**src/rtl/dff_pipe.sv**
```systemverilog
// WIDTH-bit, DEPTH-stage valid/ready register pipeline with bubble collapsing.
// A stage is free to load when it is empty or when everything downstream of it moves.
module dff_pipe #(
    parameter int unsigned       WIDTH   = 8,
    parameter int unsigned       DEPTH   = 3,
    parameter logic [WIDTH-1:0]  RST_VAL = '0,
    parameter logic [WIDTH-1:0]  SET_VAL = '1,
    localparam int unsigned      CW      = $clog2(DEPTH + 1)
) (
    input  logic             CK,
    input  logic             RS,
    input  logic             ST,
    input  logic [WIDTH-1:0] D,
    input  logic             D_V,
    output logic             D_R,
    output logic [WIDTH-1:0] Q,
    output logic             Q_V,
    input  logic             Q_R,
    output logic [CW-1:0]    CNT
);

    logic [WIDTH-1:0] dat_q [DEPTH];
    logic [WIDTH-1:0] dat_d [DEPTH];
    logic [DEPTH-1:0] v_q, v_d;
    logic [DEPTH-1:0] rdy;
    logic [CW-1:0]    cnt_q, cnt_d;
    logic             acc, xfer_out;

    // Ready ripples from the output end back toward the input.
    always_comb begin
        logic r;
        rdy = '0;
        r   = Q_R | ~v_q[DEPTH-1];
        rdy[DEPTH-1] = r;
        for (int i = int'(DEPTH) - 2; i >= 0; i--) begin
            r      = r | ~v_q[i];
            rdy[i] = r;
        end
    end

    assign D_R      = rdy[0] & ~RS & ~ST;
    assign acc      = D_V & D_R;
    assign xfer_out = v_q[DEPTH-1] & Q_R;

    always_comb begin
        v_d   = v_q;
        dat_d = dat_q;
        cnt_d = cnt_q;
        if (ST) begin
            v_d   = '0;
            cnt_d = '0;
            for (int i = 0; i < int'(DEPTH); i++) begin
                dat_d[i] = SET_VAL;
            end
        end else begin
            if (rdy[0]) begin
                v_d[0] = acc;
                // Data only moves with a valid beat, so an unaccepted X on D never lands.
                if (acc) begin
                    dat_d[0] = D;
                end
            end
            for (int i = 1; i < int'(DEPTH); i++) begin
                if (rdy[i]) begin
                    v_d[i] = v_q[i-1];
                    if (v_q[i-1]) begin
                        dat_d[i] = dat_q[i-1];
                    end
                end
            end
            cnt_d = cnt_q + CW'(acc) - CW'(xfer_out);
        end
    end

    always_ff @(posedge CK) begin
        if (RS) begin
            v_q   <= '0;
            cnt_q <= '0;
            for (int i = 0; i < int'(DEPTH); i++) begin
                dat_q[i] <= RST_VAL;
            end
        end else begin
            v_q   <= v_d;
            cnt_q <= cnt_d;
            dat_q <= dat_d;
        end
    end

    assign Q   = dat_q[DEPTH-1];
    assign Q_V = v_q[DEPTH-1];
    assign CNT = cnt_q;

endmodule

```
**config.mk**
```make
export PLATFORM = sky130hd
export DESIGN_NAME = dff_pipe
export DESIGN_NICKNAME = d
export VERILOG_FILES = /design/src/rtl/dff_pipe.sv
export SDC_FILE = /design/constraint.sdc
export NUM_CORES = 1
export LEC_CHECK = 0
export BUFFER_PORTS_ARGS = -buffer_cell sky130_fd_sc_hd__buf_2
export CAP_MARGIN = 20
export CORE_UTILIZATION = 53
export DETAILED_ROUTE_END_ITERATION = 8
export PLACE_DENSITY = 0.77
export SYNTH_ARGS = -nofsm -noshare
export SYNTH_HDL_FRONTEND = slang
export SYNTH_SLANG_ARGS = --single-unit
```
**constraint.sdc**
```tcl
create_clock -name CK -period 2.59 [get_ports CK]
set_input_delay 0.518 -clock CK [delete_from_list [all_inputs] [get_ports CK]]
set_output_delay 0.518 -clock CK [all_outputs]
set_load 0.01 [all_outputs]
```
Word-level counts from Yosys, hierarchy flattened

Cells that the tools add are included.

Mux-type cells: 7
Multiply operators: 0
Shift-type cells: 0
Divide/modulo/power cells: 0
Equality and inequality tests: 0
Reduce and logical (&&, ||, !) cells: 10
Add/sub/neg operators: 2
Magnitude comparators: 0
Bitwise operators: 12

Operator list:

| kind                                        | number |
|---|---|
| 8-bit two-way mux                           | 6 |
| 24-bit two-way mux                          | 1 |
| 2-bit nonzero test                          | 6 |
| 2-bit AND reduction                         | 3 |
| 1-bit inverter                              | 5 |
| 1-bit AND                                   | 4 |
| 1-bit OR                                    | 3 |
| 2-bit by 1-bit adder with 2-bit output      | 1 |
| 2-bit OR reduction                          | 1 |
| 2-bit by 1-bit subtractor with 2-bit output | 1 |

Memories kept: 0
Logic and storage cells: 38
Bits in read-only memories: 0
Output and inout bits: 12
Input port bits: 13
Flip-flop bits (word level): 29
Bits in latches: 0
Memory bits (writable): 0

Depth between registers and ports, before layout

Gate-level depths: netlist (run 1).

Depth after elaboration: 10
Gate-level depth with buffers: 9
Mapped depth without buffers: 8

Worst setup path before layout (run 1)

Ideal clock, no wire load.

Path kind: in2reg
Start point: input RS
End point: register cnt_q[1], in the netlist CNT[1]
Data required time: 2.460 ns
Setup slack: 0.668 ns
Arrival: 1.793 ns
Stages on the path: 9
Library setup time: 0.130 ns
Buffers on the path: 1
Path through: clkbuf_1 nor2_1 nand3_1 ha_1 inv_1 ha_1 xor2_1 xnor2_1 nor3_1

Cells in the longest elaborated chain, start to end: 6
Elaborated cells between the ends (all ways): 7
Those cells by class: 2 x add/sub; 4 x bitwise; 1 x reduce/logical

RTL lines:

| element                                     | line | source |
|---|---|---|
| start, declared                             | 11   | `input logic RS,` |
| 1-bit inverter                              | 41   | `assign D_R = rdy[0] & ~RS & ~ST;` |
| 1-bit AND (2 in a row)                      | 41   |  |
| 1-bit AND                                   | 42   | `assign acc = D_V & D_R;` |
| 2-bit by 1-bit adder with 2-bit output      | 71   | `cnt_d = cnt_q + CW'(acc) - CW'(xfer_out);` |
| 2-bit by 1-bit subtractor with 2-bit output | 71   |  |
| end signal, assigned                        | 84   | `cnt_q <= cnt_d;` |
| end, declared                               | 26   | `logic [CW-1:0] cnt_q, cnt_d;` |

Parallel ways exist; a longest one is shown, timed or not.
A chain may end at the register's enable or synchronous reset.

Final worst setup path (run 1)

Start point: register v_q[0]
End point: output D_R

Cells in the longest elaborated chain, start to end: 4

RTL lines:

| element                | line | source |
|---|---|---|
| start, declared        | 24   | `logic [DEPTH-1:0] v_q, v_d;` |
| start signal, assigned | 83   | `v_q <= v_d;` |
| 1-bit inverter         | 36   | `r = r \| ~v_q[i];` |
| 1-bit OR               | 36   |  |
| 1-bit AND (2 in a row) | 41   |  |
| end, declared          | 15   | `output logic D_R,` |

Every way passes these cells.

==> results of run 1 <==
## worst min-delay path, stage by stage (launching register included)
cell	delay, ns
dfxtp_1	0.32
o21ai_0	0.07
a21oi_1	0.06
## worst max-delay path by stage
stage,cells after the start,end,slack (ns)
final,3,D_R,0.60
after global routing,3,D_R,0.45
after CTS,3,D_R,0.59
after detailed placement,10,CNT[1]$_SDFF_PP0_,0.58
after global placement,10,CNT[1]$_SDFF_PP0_,0.63
after floorplan,9,CNT[1]$_SDFF_PP0_,0.67
## layout make-up
type | count | area, um^2 | share of cell area
well taps | 28 | 35.0 | 0.0253
repair buffers | 28 | 150 | 0.108
flip-flops and latches | 29 | 581 | 0.419
clock buffers | 6 | 41.3 | 0.0298
multi-input cells | 91 | 554 | 0.400
clock inverters | 2 | 10.0 | 0.00722
inverters | 4 | 15.0 | 0.0108
## per-stage QoR
| step | hold slack, ns | area, um^2 |
|---|---|---|
| after global routing | 0.499 | 1390 |
| after CTS | 0.481 | 1390 |
| after floorplan | 0.451 | 1270 |
| final | 0.481 | 1390 |
| after global placement | 0.461 | 1340 |
| after detailed placement | 0.470 | 1340 |
## registers in the layout, indices dropped and copies added, names as in the netlist
signal	cells
CNT	2
Q	8
dat_q	16
v_q	3
## cells in the mapped netlist, drive strengths merged
| cell | count |
|---|---|
| ha | 2 |
| o21ai | 16 |
| and3b | 1 |
| a21oi | 16 |
| and4b | 1 |
| inv | 4 |
| xor2 | 1 |
| buf | 14 |
| a31oi | 16 |
| nand3 | 1 |
| nand4b | 1 |
| xnor2 | 1 |
| a211oi | 16 |
| a21boi | 3 |
| nor3 | 2 |
| nand2b | 1 |
| clkbuf | 8 |
| nand3b | 1 |
| dfxtp | 29 |
| nor2 | 9 |
| and2 | 3 |
## where the power goes
group	switching [W]	internal [W]	leakage (nW)	total, W
clock	0.000152	0.000103	0.0320	0.000255
sequential	0.0000159	0.000476	0.242	0.000492
combinational	0.0000535	0.0000419	0.302	0.0000954
total	0.000221	0.000621	0.576	0.000842
## kinds of logic after synthesis
logic type	Yosys count	synth area share
fa+ha+maj	2	0.0196
flops	29	0.455
buf+inv	26	0.110
simple gates	20	0.0854
xor+xnor	2	0.0137
compound gates	67	0.316
## routing by layer
layer  vias to the layer above  track usage
met3                         2       0.0893
met4                         0       0.0833
met5                         -            0
met2                        29        0.368
li1                        557            -
met1                       491        0.255
==> flow_summary_export.csv, run 1 <==
group,metric,value,unit
outcome,status,"completed",
placement,place_congestion,0.747,
setup_path,cp.required,2.07,ns
detailed_routing,wire_per_inst,13.5,um
detailed_routing,ant_nets,0,
cts,clock_path_buffers,2,
detailed_routing,via_per_inst,5.74,
grt,antenna_found_initial,0,
cts,clk_latency,0.32,ns
sta,fin_crit,1.99,ns
cells_and_area,drive_gt1_frac,0.219,
cells_and_area,num-nets-final,174,
setup_path,crit_type,"register to output pin",
synth,yosys-top-cells-area,"dfxtp_1, a211oi_1, a31oi_1",
cts,post_cts_resized,0,
cells_and_area,instances_no_fill,188,
worst_hold_path,holdPathStages,2,
synth,yosys_warnings,0,
sta,final.period_utilization,0.768,
placement,portBuffers,24,
setup_path,critPathLaunchType,"register",
cells_and_area,layout.cells.most_common,"dfxtp_1",
setup_path,crit_arrival,1.47,ns
sta,tightest_slew,0.369,ns
detailed_routing,wl_met1,1170,um
die,die_area,2610,um^2
cells_and_area,final_core_util,0.621,
synth,synthesis.area,1270,um^2
cells_and_area,syn_to_final_growth,8.73,%
synth,synth_cells,146,
placement,dpl.cell_count,180,
setup_path,r2r_start,"v_q[0]$_SDFFE_PP0P_",
setup_path,reg2reg_slack,0.74,ns
power,totalPowerFinal,0.000842,W
synth,post-synth-top-area-cell,"dfxtp_1",
cells_and_area,most-common-layout-cells,"dfxtp_1, buf_2",
die,std_cell_rows,17,
grt,grt_util_all_layers,0.222,
synth,synth_fp_nets,161,
cts,clk_pin_slew,0.09,ns
cts,numCtsBuffers,5,
cells_and_area,antenna-diode-count,0,
grt,grt_overflow,0,
flow_run,maxCapViolations,0,
detailed_routing,wl,2530,um
synth,ys_seq_elements,29,
synth,synth.yosys.seq_area_share,0.455,
worst_hold_path,min_from,"dat_q[17]$_SDFFE_PP0P_",
die,die_width,51.0,um
die,dieHeight,51.0,um
detailed_routing,drc_errors,0,
grt,grt_pass1_wl,4260,um
die,initial_core_util,0.571,
power,power_density,607,nW/um^2
cts,post_cts_buffers,0,
setup_path,critical-path-slowest-cell,"dfxtp_1",
die,core_area,2230,um^2
placement,place_ws,0.578,ns
setup_path,worst_path_largest_cell_delay,0.52,ns
sta,setup_ws,0.602,ns
grt,grt_max_degree,35,
setup_path,startpoint,"v_q[0]$_SDFFE_PP0P_",
setup_path,endpoint_kind,"output pin",
detailed_routing,topRoutingLayerUsed,"met4",
worst_hold_path,hold_class,"register to register",
synth,avgSynthCellArea,8.73,um^2
grt,grt_pass1_vias,981,
sta,fmaxAchievable,503,MHz
sta,finClkSkew,0.00617,ns
cts,cts_tree,"built",
synth,synth_top_area_share,0.455,
sta,hold_viol,0,
setup_path,r2r_end,"CNT[1]$_SDFF_PP0_",
sta,slew_headroom,0.754,
cts,postCtsHoldBufs,0,
die,io_pins,25,
cts,ctsHtreeMaxLevel,2,
cts,clock-sinks,29,
sta,fin_tns_setup,0,ns
power,p_leak,0.576,nW
cells_and_area,fill_cells,213,
cts,cts_root_buf,"clkbuf_4",
detailed_routing,via_count,1079,
setup_path,crit_path_max_fanout,11,
synth,synthDistinctLibCells,24,
placement,place_hpwl,1760,um
setup_path,crit_family,"flip-flops",
detailed_routing,dr.pass1.iters,4,
detailed_routing,wl_met2,1210,um
setup_path,rr_worst_depth,9,
sta,setup_viol,0,
power,vdd_drop_max,0.541,mV
sta,slew_viol_final,0,
setup_path,crit_chain,"and4b_1 > nor3_1 > buf_2",
detailed_routing,wl_met3,136,um
detailed_routing,drt_iter0_drc,15,
worst_hold_path,hold_path_end,"dat_q[17]$_SDFFE_PP0P_",
setup_path,crit_buf_inv,1,
sta,rsz0062_at_grt,"false",
Note: power is estimated with default switching activity, not from simulation.
==> run 2, diff against run 1 <==
--- a/config.mk
+++ b/config.mk
@@ -7,9 +7,9 @@
 export LEC_CHECK = 0
 export BUFFER_PORTS_ARGS = -buffer_cell sky130_fd_sc_hd__buf_2
 export CAP_MARGIN = 20
-export CORE_UTILIZATION = 53
+export CORE_UTILIZATION = 48
 export DETAILED_ROUTE_END_ITERATION = 8
-export PLACE_DENSITY = 0.77
+export PLACE_DENSITY = 0.74
 export SYNTH_ARGS = -nofsm -noshare
 export SYNTH_HDL_FRONTEND = slang
 export SYNTH_SLANG_ARGS = --single-unit
==> constraint.sdc (replaced) <==
create_clock -name CK -period 1.7 [get_ports CK]
set_input_delay 0.34 -clock CK [delete_from_list [all_inputs] [get_ports CK]]
set_output_delay 0.34 -clock CK [all_outputs]
set_load 0.01 [all_outputs]
==> flow_summary_export.csv, run 2 (synthesis gave the netlist of run 1 again) <==
group,metric,value,unit
outcome,status,"completed",
worst_hold_path,hold_class,"input pin to register",
setup_path,critPathLaunchType,"register",
sta,final.period_utilization,0.975,
grt,antenna_found_initial,0,
cells_and_area,design_area,1440,um^2
setup_path,cp.required,1.36,ns
detailed_routing,drc_errors,0,
cells_and_area,largest_reg_flops,16,
sta,hold_viol,0,
cts,numCtsBuffers,5,
cells_and_area,antenna-diode-count,0,
cts,ctsHtreeMaxLevel,2,
placement,dpl-instance-area,1370,um^2
power,p_leak,0.600,nW
grt,grt_pass1_wl,4240,um
setup_path,crit_chain,"buf_4 > and4b_1 > nor3_2 > buf_2",
sta,slew_viol_final,0,
setup_path,crit_arrival,1.32,ns
setup_path,worst_path_largest_cell_delay,0.34,ns
grt,grt_pass1_vias,980,
cts,clock-sinks,29,
setup_path,endpoint_kind,"output pin",
cells_and_area,top_register,"dat_q",
die,dieHeight,53.5,um
detailed_routing,via_count,1125,
sta,fin_crit,1.66,ns
detailed_routing,wire_per_inst,13.3,um
cells_and_area,drive_gt1_frac,0.262,
cts,cts_tree,"built",
cells_and_area,most-common-layout-cells,"dfxtp_1, buf_2",
cts,postCtsHoldBufs,0,
die,core_area,2500,um^2
detailed_routing,dr.pass1.iters,5,
flow_run,maxCapViolations,0,
sta,finClkSkew,0.00612,ns
sta,setup_viol,0,
cts,clk_pin_slew,0.08,ns
setup_path,crit_type,"register to output pin",
placement,place_hpwl,1760,um
detailed_routing,drt_iter0_drc,16,
detailed_routing,via_per_inst,5.80,
die,die_width,53.5,um
setup_path,crit_family,"flip-flops",
placement,place_congestion,0.713,
detailed_routing,ant_nets,0,
die,std_cell_rows,18,
sta,fin_tns_setup,0,ns
detailed_routing,wl,2580,um
cells_and_area,num-nets-final,179,
sta,fmaxAchievable,604,MHz
cts,clock_path_buffers,2,
sta,tightest_slew,0.364,ns
sta,slew_headroom,0.757,
cts,clk_latency,0.33,ns
grt,grt_overflow,0,
setup_path,crit_path_max_fanout,13,
setup_path,crit_buf_inv,2,
die,initial_core_util,0.510,
cells_and_area,layout.cells.most_common,"dfxtp_1",
die,io_pins,25,
placement,portBuffers,24,
grt,grt_util_all_layers,0.212,
power,vdd_drop_max,0.648,mV
cells_and_area,syn_to_final_growth,13.0,%
grt,grt_max_degree,35,
cts,cts_root_buf,"clkbuf_4",
power,power_density,916,nW/um^2
setup_path,critical-path-slowest-cell,"dfxtp_1",
cells_and_area,fill_cells,237,
die,die_area,2870,um^2
setup_path,reg2reg_slack,0.15,ns
==> run 2: cell types whose count changed in the layout (fill, tap and decap cells not counted) <==
cell	before	now
nor3_2	0	1
nor3_1	2	1
dfxtp_2	0	2
clkbuf_8	0	1
ha_2	0	1
buf_4	4	9
dfxtp_1	29	27
clkinv_2	2	0
ha_1	2	1
==> run 2: layer usage <==
layer	GRT usage	part of all wire
met2	0.342	0.45
met1	0.247	0.48
met4	0.132	0.012
met3	0.0593	0.057
met5	0	0
==> run 2: path summary, 6_finish.rpt <==
check | startpoint | end | cells past startpoint
max | v_q[1]$_SDFFE_PP0P_ | D_R | 4
min | D[0] | dat_q[16]$_SDFFE_PP0P_ | 3
max reg2reg | v_q[2]$_SDFFE_PP0P_ | CNT[1]$_SDFF_PP0_ | 8
min reg2reg | dat_q[16]$_SDFFE_PP0P_ | dat_q[16]$_SDFFE_PP0P_ | 2
==> run 2: cell type report <==
cell class,instances,area [um^2],share of cell area
inverters,4,15.0,0.0104
well taps,30,37.5,0.0261
clock buffers,7,55.1,0.0382
flip-flops and latches,29,583,0.405
multi-input cells,91,562,0.390
repair buffers,33,188,0.130
==> run 2: timing repair <==
action,4_1_cts,5_1_grt
gates resized for setup,0,1
endpoints found under the setup margin,0,1
setup buffers,0,1
==> run 2: stage by stage <==
| stage | hold slack, ns | total power (W) | std cells | setup WS [ns] | utilization |
|---|---|---|---|---|---|
| finish | 0.319 | 0.00132 | 194 | 0.0433 | 0.576 |
| global placement | 0.462 | 0.000907 | 186 | 0.0495 | 0.549 |
| global route | 0.338 | 0.00139 | 194 | -0.0198 | 0.576 |
| CTS | 0.319 | 0.00132 | 193 | 0.0265 | 0.571 |
| detailed placement | 0.470 | 0.000916 | 186 | -0.0206 | 0.549 |
| floorplan | 0.451 | 0.000879 | 146 | -0.0530 | - |
==> run 2: worst reg2reg max path, stage by stage, from the launching register on <==
cell and delay (ns):
dfxtp_2 0.39, nand4b_1 0.14, nand3_1 0.11, ha_1 0.22
inv_1 0.06, ha_2 0.16, xor2_1 0.17, xnor2_1 0.14
nor3_1 0.06
==> run 2: report_power, final <==
part | total, W | switching, W | internal, W
Combinational | 0.000154 | 0.0000855 | 0.0000684
Clock | 0.000419 | 0.000225 | 0.000195
Sequential | 0.000746 | 0.0000211 | 0.000725
Total | 0.00132 | 0.000331 | 0.000988
